**config.mk**
```make
export PLATFORM = sky130hd
export DESIGN_NAME = interrupt_controller
export DESIGN_NICKNAME = d
export VERILOG_FILES = /design/src/rtl/interrupt_controller.sv
export SDC_FILE = /design/constraint.sdc
export NUM_CORES = 1
export LEC_CHECK = 0
export BUFFER_PORTS_ARGS = -buffer_cell sky130_fd_sc_hd__buf_2
export CORE_ASPECT_RATIO = 0.9
export CORE_UTILIZATION = 44
export CTS_CLUSTER_DIAMETER = 150
export DETAILED_ROUTE_END_ITERATION = 10
export GPL_TIMING_DRIVEN = 0
export PLACE_DENSITY = 0.76
export SETUP_SLACK_MARGIN = 0.15
export SYNTH_ARGS = -nofsm -noshare
export SYNTH_HDL_FRONTEND = slang
export SYNTH_SLANG_ARGS = --single-unit
```
**constraint.sdc**
```tcl
create_clock -name clk -period 1.4 [get_ports clk]
set_input_delay 0.35 -clock clk [delete_from_list [all_inputs] [get_ports clk]]
set_output_delay 0.35 -clock clk [all_outputs]
set_load 0.02 [all_outputs]
```
**src/rtl/interrupt_controller.sv**
```systemverilog
// rtl/interrupt_controller.sv - edge-detecting, prioritised interrupt sequencer for the core
// Optional SERVICE watchdog compiled in with INTC_TIMEOUT_EN.
`timescale 1ns/1ps

module interrupt_controller #(
    parameter int          NUM_SRC        = 4,
    parameter logic [31:0] VEC_BASE       = 32'h0000_0010,
    parameter int          DRAIN_CYCLES   = 3,
    parameter int          TIMEOUT_CYCLES = 1024,
    localparam int         ID_W           = (NUM_SRC > 1) ? $clog2(NUM_SRC) : 1
) (
    input  logic               clk,
    input  logic               reset,
    input  logic [NUM_SRC-1:0] irq_req,
    input  logic [NUM_SRC-1:0] irq_mask,
    input  logic               branch_pending,
    input  logic               rti_done,
    output logic               interrupt,
    output logic [31:0]        vec_addr,
    output logic [NUM_SRC-1:0] irq_ack,
    output logic               in_service,
    output logic [ID_W-1:0]    active_id,
    output logic               service_timeout
);

    localparam int CNT_W = (DRAIN_CYCLES > 1) ? $clog2(DRAIN_CYCLES) : 1;

    generate
        if (NUM_SRC < 2 || NUM_SRC > 8) begin : g_bad_num_src
            $error("interrupt_controller: NUM_SRC out of range");
        end
        if (DRAIN_CYCLES < 1) begin : g_bad_drain
            $error("interrupt_controller: DRAIN_CYCLES must be at least 1");
        end
        if (TIMEOUT_CYCLES < 1 || TIMEOUT_CYCLES > 65535) begin : g_bad_timeout
            $error("interrupt_controller: TIMEOUT_CYCLES must fit the 16-bit watchdog");
        end
    endgenerate

    typedef enum logic [2:0] {
        S_IDLE,
        S_WAIT,
        S_DRAIN,
        S_FIRE,
        S_SERVICE
    } state_t;

    state_t             r_state;
    state_t             w_next;
    logic [NUM_SRC-1:0] r_irq_req_d;
    logic [NUM_SRC-1:0] r_pending;
    logic [NUM_SRC-1:0] w_rise;
    logic [NUM_SRC-1:0] w_clr;
    logic [NUM_SRC-1:0] w_elig;
    logic [ID_W-1:0]    r_active_id;
    logic [ID_W-1:0]    w_prio_id;
    logic [CNT_W-1:0]   r_cnt;
    logic [31:0]        r_vec_addr;
    logic               w_load;
    logic               w_timeout;

    assign w_rise = irq_req & ~r_irq_req_d;
    assign w_elig = r_pending & ~irq_mask;
    assign w_clr  = (r_state == S_FIRE) ?
                    ({{(NUM_SRC-1){1'b0}}, 1'b1} << r_active_id) : '0;

    // Scanning downwards leaves the lowest eligible index as the winner.
    always_comb begin
        w_prio_id = '0;
        for (int i = NUM_SRC - 1; i >= 0; i--) begin
            if (w_elig[i]) begin
                w_prio_id = ID_W'(i);
            end
        end
    end

`ifdef INTC_TIMEOUT_EN
    logic [15:0] r_to_cnt;

    always_ff @(posedge clk) begin
        if (reset || r_state != S_SERVICE) begin
            r_to_cnt <= '0;
        end else begin
            r_to_cnt <= r_to_cnt + 16'd1;
        end
    end

    assign w_timeout = (r_state == S_SERVICE) && !rti_done &&
                       (r_to_cnt == 16'(TIMEOUT_CYCLES - 1));
`else
    assign w_timeout = 1'b0;
`endif

    always_comb begin
        w_next = r_state;
        w_load = 1'b0;
        case (r_state)
            S_IDLE: begin
                if (w_elig != '0) begin
                    if (branch_pending) begin
                        w_next = S_WAIT;
                    end else begin
                        w_load = 1'b1;
                        w_next = S_DRAIN;
                    end
                end
            end
            S_WAIT: begin
                if (!branch_pending) begin
                    if (w_elig != '0) begin
                        w_load = 1'b1;
                        w_next = S_DRAIN;
                    end else begin
                        w_next = S_IDLE;
                    end
                end
            end
            S_DRAIN: begin
                if (r_cnt == '0) begin
                    w_next = S_FIRE;
                end
            end
            S_FIRE: begin
                w_next = S_SERVICE;
            end
            S_SERVICE: begin
                if (rti_done || w_timeout) begin
                    w_next = S_IDLE;
                end
            end
            default: begin
                w_next = S_IDLE;
            end
        endcase
    end

    // The delay register keeps sampling through reset so a request level held
    // across reset is not mistaken for a fresh rising edge afterwards.
    always_ff @(posedge clk) begin
        r_irq_req_d <= irq_req;
        if (reset) begin
            r_state     <= S_IDLE;
            r_pending   <= '0;
            r_cnt       <= '0;
            r_active_id <= '0;
            r_vec_addr  <= '0;
        end else begin
            r_state   <= w_next;
            r_pending <= (r_pending & ~w_clr) | w_rise;
            if (w_load) begin
                r_active_id <= w_prio_id;
                r_cnt       <= CNT_W'(DRAIN_CYCLES - 1);
            end else if (r_state == S_DRAIN && r_cnt != '0) begin
                r_cnt <= r_cnt - 1'b1;
            end
            if (r_state == S_DRAIN && w_next == S_FIRE) begin
                r_vec_addr <= VEC_BASE + (32'(r_active_id) << 1);
            end
        end
    end

    assign interrupt       = (r_state == S_FIRE);
    assign irq_ack         = w_clr;
    assign in_service      = (r_state == S_FIRE) || (r_state == S_SERVICE);
    assign active_id       = r_active_id;
    assign vec_addr        = r_vec_addr;
    assign service_timeout = w_timeout;

endmodule

```
==> flow_summary.toml <==
[route]
vias = 864
drtPass1Iterations = 6
violation_count_after_the_first_detailed_routing_iteration = 7
wl_mm = 2.00
drt_wl_cell_um = 9.80
detail-route-antenna-nets = 0
viasPerCell = 4.24
drc_errors = 0

[critical_path]
slowest_stage = "sky130_fd_sc_hd__dfxtp_4"
ws_path_type = "reg -> out"
setup.worst_path.start_class = "register"
required_ns = 1.05
worstPathCellList = "nand3b_4 -> inv_4 -> and3_4 -> buf_6"
kind_of_end_point_of_the_critical_path = "primary output"
arrival_ns = 1.25
worst-path-max-fanout = 4
worst_path_largest_cell_delay_ns = 0.36

[sta]
fraction_of_the_cycle_the_final_worst_path_needs_pct = 114
hold_viol = 0
max_freq_mhz = 625
finalSetupViolations = 10
finalSetupTns_ns = -1.01
number_of_max_slew_violations_in_the_final_report = 0
post-route-worst-setup-slack_ns = -0.199
post_layout_min_period_ns = 1.60
worst_clock_skew_ns = 0.00610
setup_repair_after_global_routing_missed_its_margin = "true"

[cts]
clock_tree.buffer_depth = 2
cts_made_buffers = 3
cts-hold-fix-buffers = 0
cts.reportedPaths.clkPinSlew_ns = 0.10
cts_tree = "built"
worstSkewPairLatency_ns = 0.29
htreeDepth = 1
clock_tree.root_cell = "sky130_fd_sc_hd__clkbuf_4"
tritoncts_num_sinks = 18

[place]
number_of_cells_in_the_design_after_placement = 192
place_hpwl_mm = 1.48
postPlaceCellArea_um2 = 1310
port_buffers = 22
gpl.final_weighted_congestion = 0.715

[worst_hold_path]
hp-class = "in -> reg"

[yosys]
syn_avg_cell_area_um2 = 9.01
synthesis.area_um2 = 1030
ys_seq_area_share_pct = 35.1
yosys_warn_count = 0
synth_ff_type = "sky130_fd_sc_hd__dfxtp_1"
synthDistinctLibCells = 32
synthesis.instances = 114
postSynthRegisterBits = 18
synth_async_sr_flop_share_pct = 0
synth-edff-count = 0

[layout]
fin_area_um2 = 1490
finish.net_count = 191
layout-area-overhead-vs-synth_pct = 44.6
antenna_cells_inserted = 0
layout.cells.most_common_list = "sky130_fd_sc_hd__buf_4 (38), sky130_fd_sc_hd__conb_1 (30), sky130_fd_sc_hd__buf_2 (17), sky130_fd_sc_hd__dfxtp_1 (12)"
finalNonFillerCells = 204
final_layout_size_suffix_gt1_share_pct = 48.0
layout.cells.most_common = "sky130_fd_sc_hd__buf_4"
final_core_utilization_pct = 68.1

[die]
row_count = 16
die_area_um2 = 2530
fp.dieW_um = 52.9
initial_utilization_pct = 47.1
core_um2 = 2180
io-pin-count = 53
die_h_um = 47.8

[global_routing]
grt_first_pass_wirelength_mm = 3.09
via_count_of_the_first_global_routing_pass = 751
grt_start_max_net_pins = 11
globalRouteOverflowTotal = 0
grt_antenna_before_repair = 0
grt_util_all_layers_pct = 17.5

[outcome]
failed_checks = "setup timing"
run_status = "complete, but fails checks"

[pwr]
cellLeakagePower_nw = 0.768
worst_ir_drop_vdd_mv = 0.725
power_per_cell_area_nw_per_um2 = 819

[flow_run]
drv_cap = 0
==> kinds of logic after synthesis <==
| group | share of synthesized area, % |
|---|---|
| AND/OR/NAND/NOR | 23.9 |
| buffers and inverters | 24.5 |
| flip-flops | 35.1 |
| AO/OA/AOI/OAI | 12.2 |
| multiplexers | 1.95 |
| adder cells (fa/ha/maj) | 1.22 |
| other | 0.365 |
| XOR/XNOR | 0.853 |
==> flip-flops by register name (all words and copies together) (netlist names) <==
signal,count
r_irq_req_d,4
r_cnt,2
r_state,3
vec_addr,3
r_pending,4
active_id,2
==> critical path: cells and delay by family, from the launching register on <==
family / cells / cell delay, ns
buffers and inverters: 2 / 0.20
flip-flops: 1 / 0.36
AND/OR/NAND/NOR: 2 / 0.40
==> report_power, final <==
group	internal, mW	switching, mW
sequential	0.541	0.0294
clock	0.159	0.161
combinational	0.152	0.175
==> layer usage <==
metal  wire length (um)  share of wire [%]  GRT usage (%)  vias up
met5                  0                  0              0        -
met4                 21                1.1           11.1        0
met3                131                6.6           1.90        2
met2               1010                 50           32.2       39
met1                839                 42           19.8      379
li1                   -                  -              -      444
==> through the flow <==
step	setup slack [ns]	hold WS, ns	power, mW
finish	-0.199	0.163	1.22
detailed placement	0.0378	0.434	0.878
global route	-0.242	0.151	1.28
floorplan	0.146	0.378	0.826
global placement	0.0510	0.421	0.869
CTS	-0.213	0.150	1.20
==> final timing paths <==
kind	slack, ns	cells past startpoint	start	endpoint
max	-0.20	4	r_state[2]	irq_ack[3]
min	0.16	1	irq_req[2]	r_irq_req_d[2]
max reg2reg	-0.04	6	r_state[2]	vec_addr[2]
min reg2reg	0.44	1	r_irq_req_d[1]	r_pending[1]
==> cell type report <==
cell class / count / area, um^2
fill: 191 / 697
multi-input combinational: 88 / 579
sequential: 18 / 380
buffer: 31 / 229
timing repair buffer: 30 / 201
clock buffer: 4 / 36.3
tap: 27 / 33.8
inverter: 6 / 25.0
==> timing repair <==
| item | CTS | global route |
|---|---|---|
| setup buffers | 2 | 6 |
| resized for setup | 20 | 4 |
| pin swaps | 4 | 2 |
| gates cloned | 0 | 0 |
| setup endpoints to repair | 13 | 16 |
==> cells in the mapped netlist (2+ instances only) <==
| master | count | area [um^2] |
|---|---|---|
| sky130_fd_sc_hd__nand2b_1 | 7 | 43.8 |
| sky130_fd_sc_hd__a21oi_1 | 8 | 40.0 |
| sky130_fd_sc_hd__buf_4 | 30 | 225 |
| sky130_fd_sc_hd__inv_1 | 5 | 18.8 |
| sky130_fd_sc_hd__nor3_2 | 2 | 20.0 |
| sky130_fd_sc_hd__o32ai_1 | 2 | 17.5 |
| sky130_fd_sc_hd__or2_1 | 2 | 12.5 |
| sky130_fd_sc_hd__nand2_1 | 5 | 18.8 |
| sky130_fd_sc_hd__nor2_1 | 7 | 26.3 |
| sky130_fd_sc_hd__o21ai_0 | 2 | 10.0 |
| sky130_fd_sc_hd__dfxtp_1 | 18 | 360 |
| sky130_fd_sc_hd__o41ai_1 | 2 | 17.5 |
| sky130_fd_sc_hd__nor2b_1 | 4 | 25.0 |
| sky130_fd_sc_hd__mux2i_1 | 2 | 20.0 |
(Power assumes the default switching activity.)
